==> src/rtl/cnn_sched_pkg.sv <==
// Shared definitions for the CNN scheduler blocks: the sequencing
// state encoding and the feature-map dimensions used by the pooling stage.
package cnn_sched_pkg;

    typedef enum logic [1:0] {
        IDLE  = 2'd0,
        READ  = 2'd1,
        DRAIN = 2'd2,
        WRITE = 2'd3
    } pool_state_e;

    localparam int POOL_IN_DIM_L0  = 24;
    localparam int POOL_IN_DIM_L1  = 8;
    localparam int POOL_OUT_DIM_L0 = 12;
    localparam int POOL_OUT_DIM_L1 = 4;

    // Wide enough to hold a window coordinate up to POOL_OUT_DIM_L0-1.
    localparam int POOL_CNT_BIT    = 4;

    // Output (pooled) side length for a given pooling mode.
    function automatic int poolOutDim(input logic modeSel);
        return modeSel ? POOL_OUT_DIM_L1 : POOL_OUT_DIM_L0;
    endfunction

endpackage

==> src/rtl/maxpool_window_max.sv <==
// Running maximum over one 2x2 pooling window.
// The first datum of a window loads unconditionally; later data replace the
// held value only when strictly larger (signed).
// Build option MAXPOOL_RELU_EN: when defined, negative maxima are clamped to
// zero on the output, fusing ReLU into pooling.
module maxpool_window_max
    import cnn_sched_pkg::*;
#(
    parameter int DATA_BIT = 16
) (
    input  logic                clk,
    input  logic                rst_n,
    input  logic                first_i,
    input  logic                update_i,
    input  logic [DATA_BIT-1:0] data_i,
    output logic [DATA_BIT-1:0] pooled_o
);

    logic [DATA_BIT-1:0] max_q;
    logic [DATA_BIT-1:0] max_d;

    // Choose between a fresh load, a signed-greater replacement, or hold.
    always_comb begin
        max_d = max_q;
        if (first_i) begin
            max_d = data_i;
        end else if (update_i && ($signed(data_i) > $signed(max_q))) begin
            max_d = data_i;
        end
    end

    // Holding register for the window maximum.
    always_ff @(posedge clk or negedge rst_n) begin
        if (!rst_n) begin
            max_q <= '0;
        end else begin
            max_q <= max_d;
        end
    end

    // Present the pooled value, optionally clamped at zero.
    always_comb begin
`ifdef MAXPOOL_RELU_EN
        pooled_o = max_q[DATA_BIT-1] ? '0 : max_q;
`else
        pooled_o = max_q;
`endif
    end

endmodule

==> src/rtl/maxpool_scheduler.sv <==
// 2x2 stride-2 max pooling sequencer. Walks the output windows row by row,
// reading four input pixels per window from feature memory (1-cycle read
// latency), then writes the window maximum to pool output memory.
// Mode 0 pools 24x24 -> 12x12, mode 1 pools 8x8 -> 4x4.
// Build option MAXPOOL_RELU_EN: clamps negative pooled values to zero
// (handled inside maxpool_window_max); timing is unchanged.
module maxpool_scheduler
    import cnn_sched_pkg::*;
#(
    parameter int ADDR_BIT = 10,
    parameter int DATA_BIT = 16,
    parameter int RD_BASE  = 0,
    parameter int WR_BASE  = 0
) (
    input  logic                clk,
    input  logic                rst_n,
    input  logic                start,
    input  logic                mode,
    output logic                rd_en,
    output logic [ADDR_BIT-1:0] rd_addr,
    input  logic [DATA_BIT-1:0] rd_data,
    output logic                wr_en,
    output logic [ADDR_BIT-1:0] wr_addr,
    output logic [DATA_BIT-1:0] wr_data,
    output logic                busy,
    output logic                done
);

    pool_state_e             state_q, state_d;
    logic                    mode_q, mode_d;
    logic [POOL_CNT_BIT-1:0] px_q, px_d;
    logic [POOL_CNT_BIT-1:0] py_q, py_d;
    logic [1:0]              k_q, k_d;

    logic [ADDR_BIT-1:0]     inDim, outDim, pxA, pyA;
    logic [ADDR_BIT-1:0]     rdAddrCalc, wrAddrCalc;
    logic                    lastCol, lastRow;
    logic                    firstLoad, maxUpdate;
    logic [DATA_BIT-1:0]     pooled;

    // Read data for index k arrives one cycle later, so the first load
    // happens at k=1 and the last compare lands in DRAIN.
    assign firstLoad = (state_q == READ) && (k_q == 2'd1);
    assign maxUpdate = ((state_q == READ) && k_q[1]) || (state_q == DRAIN);

    maxpool_window_max #(
        .DATA_BIT (DATA_BIT)
    ) u_window_max (
        .clk      (clk),
        .rst_n    (rst_n),
        .first_i  (firstLoad),
        .update_i (maxUpdate),
        .data_i   (rd_data),
        .pooled_o (pooled)
    );

    // Geometry for the latched mode and address generation; k selects (dy,dx).
    always_comb begin
        inDim      = mode_q ? ADDR_BIT'(POOL_IN_DIM_L1) : ADDR_BIT'(POOL_IN_DIM_L0);
        outDim     = ADDR_BIT'(poolOutDim(mode_q));
        pxA        = ADDR_BIT'(px_q);
        pyA        = ADDR_BIT'(py_q);
        rdAddrCalc = ADDR_BIT'(RD_BASE) + (((pyA << 1) + ADDR_BIT'(k_q[1])) * inDim)
                     + (pxA << 1) + ADDR_BIT'(k_q[0]);
        wrAddrCalc = ADDR_BIT'(WR_BASE) + (pyA * outDim) + pxA;
        lastCol    = (pxA == (outDim - ADDR_BIT'(1)));
        lastRow    = (pyA == (outDim - ADDR_BIT'(1)));
    end

    // Next-state, window stepping and state-decoded outputs.
    always_comb begin
        state_d = state_q;
        mode_d  = mode_q;
        px_d    = px_q;
        py_d    = py_q;
        k_d     = k_q;
        rd_en   = 1'b0;
        rd_addr = '0;
        wr_en   = 1'b0;
        wr_addr = '0;
        wr_data = '0;
        busy    = (state_q != IDLE);
        done    = 1'b0;
        case (state_q)
            IDLE: begin
                if (start) begin
                    state_d = READ;
                    mode_d  = mode;
                    px_d    = '0;
                    py_d    = '0;
                    k_d     = '0;
                end
            end
            READ: begin
                rd_en   = 1'b1;
                rd_addr = rdAddrCalc;
                k_d     = k_q + 2'd1;
                if (k_q == 2'd3) begin
                    state_d = DRAIN;
                end
            end
            DRAIN: begin
                state_d = WRITE;
            end
            WRITE: begin
                wr_en   = 1'b1;
                wr_addr = wrAddrCalc;
                wr_data = pooled;
                state_d = READ;
                if (lastCol) begin
                    px_d = '0;
                    if (lastRow) begin
                        py_d    = '0;
                        done    = 1'b1;
                        state_d = IDLE;
                    end else begin
                        py_d = py_q + POOL_CNT_BIT'(1);
                    end
                end else begin
                    px_d = px_q + POOL_CNT_BIT'(1);
                end
            end
            default: begin
                state_d = IDLE;
            end
        endcase
    end

    // State, latched mode and window counters.
    always_ff @(posedge clk or negedge rst_n) begin
        if (!rst_n) begin
            state_q <= IDLE;
            mode_q  <= 1'b0;
            px_q    <= '0;
            py_q    <= '0;
            k_q     <= '0;
        end else begin
            state_q <= state_d;
            mode_q  <= mode_d;
            px_q    <= px_d;
            py_q    <= py_d;
            k_q     <= k_d;
        end
    end

endmodule
==> config.mk <==
export PLATFORM = sky130hd
export DESIGN_NAME = maxpool_scheduler
export DESIGN_NICKNAME = d
export VERILOG_FILES = /design/src/rtl/cnn_sched_pkg.sv /design/src/rtl/maxpool_window_max.sv /design/src/rtl/maxpool_scheduler.sv
export SDC_FILE = /design/constraint.sdc
export NUM_CORES = 1
export LEC_CHECK = 0
export ABC_AREA = 1
export CORE_MARGIN = 1
export CORE_UTILIZATION = 32
export CTS_CLUSTER_SIZE = 40
export DETAILED_ROUTE_END_ITERATION = 6
export PLACE_DENSITY = 0.54
export RECOVER_POWER = 25
export SLEW_MARGIN = 5
export SYNTH_ARGS = -nofsm -noshare
export SYNTH_HDL_FRONTEND = slang
export SYNTH_HIERARCHICAL = 1
export SYNTH_SLANG_ARGS = --single-unit
==> constraint.sdc <==
create_clock -name clk -period 3.22 [get_ports clk]
set_input_delay 0.644 -clock clk [delete_from_list [all_inputs] [get_ports clk]]
set_output_delay 0.644 -clock clk [all_outputs]
set_load 0.05 [all_outputs]
==> out/qor.yml, run 1 <==
critical_path:
  critPathRequiredTime_ns: 2.58
  crit_path_max_fanout: 4
  reg2reg_depth: 24
  arrival_ns: 2.77
  critPathKind: "flip-flop to output port"
  critPathCaptureType: "output port"
  crit_path_start_kind: "flip-flop"
logic_synthesis:
  synth_top_area_share: 0.260
  synth_mux_area_frac: 0
  synth_compound_area_frac: 0.0729
  synth_top_family_by_area: "simple AND/OR/NAND/NOR gates"
  synth_warnings: 6
  synth_top_cell_by_area: "dfrtp_1"
  netlist_area_um2: 2800
  yosys.area_share.xor_xnor: 0.00313
  synthCells: 405
  synth_fa_ha_area_frac: 0.236
  synth.avg_cell_area_um2: 6.90
  yosys.area_share.simple: 0.294
  synth.area.top_cells: "dfrtp_1 26%, ha_1 21%, nand2_1 18%"
  synth_cell_types: 30
  ys_seq_area_frac: 0.260
  synth_nets: 476
  synth_seq_cells: 29
route:
  vias: 2797
  dr.pass1.iters: 4
  ant_nets: 0
  drtIter0Drc: 117
  wl_per_cell_um: 12.4
  viasPerCell: 4.63
  drt_wl_total_mm: 7.51
  route.detailed.drc: 0
run_status:
  failed_checks: "max-capacitance violations, max-slew violations, negative setup slack"
  status: "complete, but fails checks"
die:
  coreArea_um2: 8340
  io_pins: 60
  die_area_um2: 9120
  rows: 33
  die_y_um: 95.5
  fp.dieW_um: 95.5
  initial_core_util: 0.335
clock_network:
  root_buffer: "clkbuf_8"
  htreeDepth: 2
  clk_path_buf_depth: 2
  cts_tree: "done"
  clk_pin_slew_worst_paths_ns: 0.07
  cts_made_buffers: 5
  numClockSinks: 29
  clk_latency_ns: 0.28
  postCtsHoldBufs: 0
placed_design:
  hpwl_mm: 5.27
  gp_congestion: 0.810
  placed_cells: 571
  port_buffers: 58
cells_and_area:
  final_nets: 570
  instances_no_fill: 604
  mostFrequentLayoutCell: "nand2_1"
  antenna_cells: 0
  layout_common_cells: "128 x nand2_1, 74 x inv_1, 57 x buf_4, 40 x ha_1, 28 x dfrtp_1"
  fillers: 849
  syn_to_final_growth_pct: 45.0
  layout-drive-gt1-share: 0.248
pwr:
  power_density_nw_per_um2: 466
  vdd_drop_max_uv: 370
  p_leak_nw: 2.29
hold_path:
  hold_class: "flip-flop to flip-flop"
  whs_path_depth: 2
global_route:
  grt-ovfl-total: 0
  grt_max_degree: 30
  grt_pass1_wl_mm: 12.8
  antenna_found_initial: 0
  grtUsageTotal: 0.180
  grt_pass1_vias: 2771
sta:
  slew_violations: 30
  max_slew_margin: -0.140
  fmax_mhz: 293
  fin_crit_sh: 1.06
  holdWs_ns: 0.533
  setup_viol: 6
  setup_slack_ns: -0.198
  hold_violations: 0
  fin_setup_tns_ns: -0.860
  tightest_slew_ns: 1.71
  rsz0062_at_grt: "true"
  period_needed_ns: 3.42
  skew_ns: 0.00465
flow_run:
  drv_cap: 1
[worst paths after layout]
path,start,end,slack (ns)
hold / removal,u_window_max/pooled_o[14]$_DFFE_PN0P_,u_window_max/pooled_o[14]$_DFFE_PN0P_,0.53
setup / recovery,py_q[2]$_DFFE_PN0P_,wr_addr[7],-0.20
min in group asynchronous,rst_n,py_q[0]$_DFFE_PN0P_,1.35
hold reg to reg,u_window_max/pooled_o[14]$_DFFE_PN0P_,u_window_max/pooled_o[14]$_DFFE_PN0P_,0.53
max in group asynchronous,rst_n,mode_q$_DFFE_PN0P_,0.76
setup reg to reg,py_q[2]$_DFFE_PN0P_,py_q[2]$_DFFE_PN0P_,0.16
[final cells by class]
type,instances,area [um^2],share of cell area
repair buffers,96,916,0.226
well taps,105,131,0.0324
multi-input cells,283,1880,0.463
flip-flops and latches,29,727,0.179
inverters,84,318,0.0784
clock buffers,7,86.3,0.0213
[state kept, by name, summed over array words and instances, names as in the netlist]
register and count:
u_window_max/pooled_o 16, px_q 4, py_q 4, k_q 2, state_q 2, mode_q 1
[Yosys cell counts]
library cell  number
nand2_1          132
inv_1             81
ha_1              48
dfrtp_1           29
nand3_1           26
nor2_1            21
a21oi_1           19
nand4_1            7
o21ai_0            7
buf_2              3
clkbuf_1           3
fa_1               3
nor3_1             3
o21bai_1           3
a31oi_1            2
buf_4              2
inv_2              2
nor2_2             2
a21boi_0           1
a21oi_2            1
buf_8              1
clkinv_1           1
conb_1             1
nand2_4            1
nand3_2            1
nand3_4            1
nor3b_1            1
o21ai_4            1
o22ai_1            1
xor2_1             1
[kinds of logic after synthesis]
family,after synthesis
DFF,29
AOI/OAI and AO/OA,35
adders and majority gates,51
and+or+nand+nor,195
buffers and inverters,93
other,1
xor gates and xnor gates,1
[worst max-delay path, stage by stage (launching register included)]
cell      delay (ns)
dfrtp_1         0.42
inv_2           0.08
nor2_1          0.05
ha_1            0.28
ha_2            0.19
fa_1            0.50
ha_4            0.32
inv_2           0.04
o21bai_1        0.16
o21ai_1         0.09
a21oi_2         0.19
buf_12          0.16
[power breakdown]
part	internal, mW	switching (mW)	leakage (nW)
Clock	0.170	0.143	0.0443
Sequential	0.465	0.0784	0.350
Combinational	0.352	0.681	1.90
[per-layer routing]
| layer | global-route usage | wire length [um] | vias to the layer above |
|---|---|---|---|
| met1 | 0.240 | 3590 | 1297 |
| li1 | - | - | 1446 |
| met3 | 0.0271 | 252 | 4 |
| met4 | 0.0435 | 47 | 0 |
| met5 | 0 | 0 | - |
| met2 | 0.304 | 3620 | 50 |
[what timing repair did]
action / CTS / global route
endpoints found under the hold margin: 0 / 0
gates resized for setup: 28 / 15
buffers inserted: 26 / 4
endpoints found under the setup margin: 8 / 10
pin swaps: 17 / 8
[metrics by stage]
stage / util / total power, mW / instance area (um^2) / worst slack, ns
2_1_floorplan: - / 1.31 / 2830 / -0.0521
3_3_place_gp: 0.433 / 1.57 / 3610 / 0.0721
3_5_place_dp: 0.433 / 1.59 / 3610 / 0.0210
4_1_cts: 0.480 / 1.91 / 4000 / -0.170
5_1_grt: 0.486 / 2.06 / 4060 / -0.338
6_report: 0.486 / 1.89 / 4060 / -0.198
Power figures use the tool's default switching activity.
==> run 2: changes to the inputs <==
Settings changed: CORE_UTILIZATION 32 to 52, PLACE_DENSITY 0.54 to 0.8.
Clock period 3.22 ns to 3.58 ns, I/O delays scaled along.
==> run 2 against run 1 <==
The flow finishes with violations (max-capacitance violations, max-slew violations). Flip-flop and latch count unchanged. Combinational power decreased by 5%. Wire length decreased by 8.1%. Highest routed layer unchanged.
==> out/qor.yml, run 2 (same netlist as run 1, synthesis figures left out) <==
critical_path:
  r2r_start: "state_q[1]$_DFFE_PN0P_"
  r2r_end: "u_window_max/pooled_o[3]$_DFFE_PN0P_"
  r2r_slack_ns: 1.12  # +0.96 ns
  critPathRequiredTime_ns: 2.86  # +0.28 ns
  arrival_ns: 2.81  # +0.04 ns
  crit_path_max_fanout: 5  # +1
  critPathKind: "flip-flop to output port"
  crit_path_start_kind: "flip-flop"
  reg2reg_depth: 9  # -63%
  critPathCaptureType: "output port"
route:
  ant_nets: 0  # unchanged
  vias: 2762  # -1.3%
  route.detailed.drc: 0  # unchanged
  dr.pass1.iters: 4  # unchanged
  drtIter0Drc: 259  # +120%
  viasPerCell: 5.09  # +9.8%
  drt_wl_total_mm: 6.90  # -8.1%
  wl_per_cell_um: 12.7  # +2.2%
sta:
  slew_violations: 30  # unchanged
  skew_ns: 0.00412  # -0.000527 ns
  period_needed_ns: 3.52
  holdWs_ns: 0.539  # +0.00568 ns
  setup_slack_ns: 0.0586  # +0.257 ns
  fin_setup_tns_ns: 0  # +0.860 ns
  max_slew_margin: -0.0553  # +0.0843
  fin_crit_sh: 0.984
  hold_violations: 0  # unchanged
  fmax_mhz: 284
  setup_viol: 0  # -6
  tightest_slew_ns: 1.58  # -0.126 ns
  rsz0062_at_grt: "true"
global_route:
  grt_pass1_vias: 2550  # -8.0%
  grt_max_degree: 34  # +13%
  grtUsageTotal: 0.250  # +0.0703
  grt_pass1_wl_mm: 10.9  # -15%
  grt-ovfl-total: 0  # unchanged
  antenna_found_initial: 0  # unchanged
pwr:
  pwr-share-clk: 0.170  # +0.004
  p_leak_nw: 2.13  # -7.2%
  seq_power_share: 0.280  # -0.007
  finalPower_mw: 1.77  # -6.3%
  switching_share: 0.467  # -0.0105
  power_report.internal_total_uw: 943  # -4.4%
  power.share.combinational: 0.550  # +0.003
  vdd_drop_max_uv: 589  # +59%
  p_switching_uw: 827  # -8.4%
  power_density_nw_per_um2: 470  # +0.97%
cells_and_area:
  mostFrequentLayoutCell: "nand2_1"
  instances_no_fill: 543  # -10%
  layout-drive-gt1-share: 0.133  # -0.115
  syn_to_final_growth_pct: 34.5
  layout_common_cells: "131 x nand2_1, 77 x inv_1, 46 x clkdlybuf4s50_1, 41 x ha_1"
  final_area_um2: 3760  # -7.2%
  final_core_util: 0.732  # +0.246
  antenna_cells: 0  # unchanged
  final_nets: 543  # -4.7%
  largest_reg_flops: 16  # unchanged
die:
  initial_core_util: 0.544  # +0.209
  die_area_um2: 5680  # -38%
  io_pins: 60  # unchanged
  die_y_um: 75.3  # -21%
  fp.dieW_um: 75.3  # -21%
  rows: 26  # -21%
  coreArea_um2: 5140  # -38%
placed_design:
  placed_cells: 526  # -7.9%
  gp_congestion: 0.848  # +4.7%
  port_buffers: 58  # unchanged
  hpwl_mm: 4.85  # -7.9%
  placed_area_um2: 3500  # -3.1%
  place_ws_ns: 0.196  # +0.175 ns
clock_network:
  clk_latency_ns: 0.28  # about the same
  clk_path_buf_depth: 2  # unchanged
  root_buffer: "clkbuf_8"
  cts_made_buffers: 5  # unchanged
  htreeDepth: 2  # unchanged
  clk_pin_slew_worst_paths_ns: 0.06  # about the same
  cts_tree: "done"
  numClockSinks: 29  # unchanged
hold_path:
  whs_path_depth: 2  # unchanged
  holdPathEnd: "u_window_max/pooled_o[7]$_DFFE_PN0P_"
  hold_class: "flip-flop to flip-flop"
  hp-start: "u_window_max/pooled_o[7]$_DFFE_PN0P_"
flow_run:
  drv_cap: 1  # unchanged
run_status:
  status: "complete, but fails checks"
  failed_checks: "max-capacitance violations, max-slew violations"
-- run 2: cell count changes in the layout (fill, tap and decap cells not counted), moves of 3 or more --
cell,change
a21oi_1,+4
a21oi_2,-4
buf_4,-44
buf_6,-3
clkdlybuf4s50_1,+22
inv_1,+3
inv_2,-3
nand2_1,+3
nand2_2,-3
-- run 2: per-layer routing --
metal,track usage,wire length (um),vias up
met5,0,0,-
met4,0.0761,85,0
met3,0.0384,266,9
met2,0.422,3450,75
met1,0.334,3100,1289
li1,-,-,1389
-- run 2: area by class of cell --
class                      instances  area, um^2
clock buffer                       7        96.3
timing repair buffer              69         732
sequential                        29         729
clock inverter                     1        5.00
multi-input combinational        283        1790
tap                               70        87.6
inverter                          84         318
fill                             433        1380
-- run 2: worst max path at each step --
stage / slack (ns) / from / depth (start not counted) / end
after CTS: 0.007 / py_q[1]$_DFFE_PN0P_ / 13 / rd_addr[9]
after global routing: -0.09 / mode_q$_DFFE_PN0P_ / 16 / rd_addr[9]
after floorplan: 0.11 / py_q[2]$_DFFE_PN0P_ / 10 / wr_addr[8]
final: 0.06 / mode_q$_DFFE_PN0P_ / 10 / wr_addr[7]
after detailed placement: 0.20 / py_q[1]$_DFFE_PN0P_ / 13 / rd_addr[9]
after global placement: 0.27 / py_q[2]$_DFFE_PN0P_ / 11 / wr_addr[7]
-- run 2: repair_timing --
action                                  CTS  global route
gates resized for setup                   8            19
hold buffers                              0             0
endpoints found under the setup margin    2             5
pin swaps                                 1             7
setup buffers                             3             6
endpoints found under the hold margin     0             0
-- run 2: critical path, cell delays in order, from the launching register on --
cell and delay [ns]:
dfrtp_2 0.46, nor2_1 0.13, ha_1 0.24, ha_2 0.20, fa_1 0.49, ha_4 0.31, inv_2 0.06, o21bai_1 0.19
o21ai_1 0.09, a21oi_2 0.18, buf_12 0.16
-- run 2: power by group through the flow --
stage	Combinational [mW]	Clock (mW)	Sequential (mW)
floorplan	0.700	0	0.476
global placement	0.945	0	0.492
detailed placement	0.969	0	0.496
CTS	0.978	0.302	0.493
global route	1.07	0.315	0.507
finish	0.974	0.301	0.495
==> run 3: changes to the inputs <==
Settings changed: ABC_CLOCK_PERIOD_IN_PS set to 3580, SLEW_MARGIN 5 to 10.
==> results of run 3 <==
No change in the layout: final DEF, timing and power equal those of run 2.
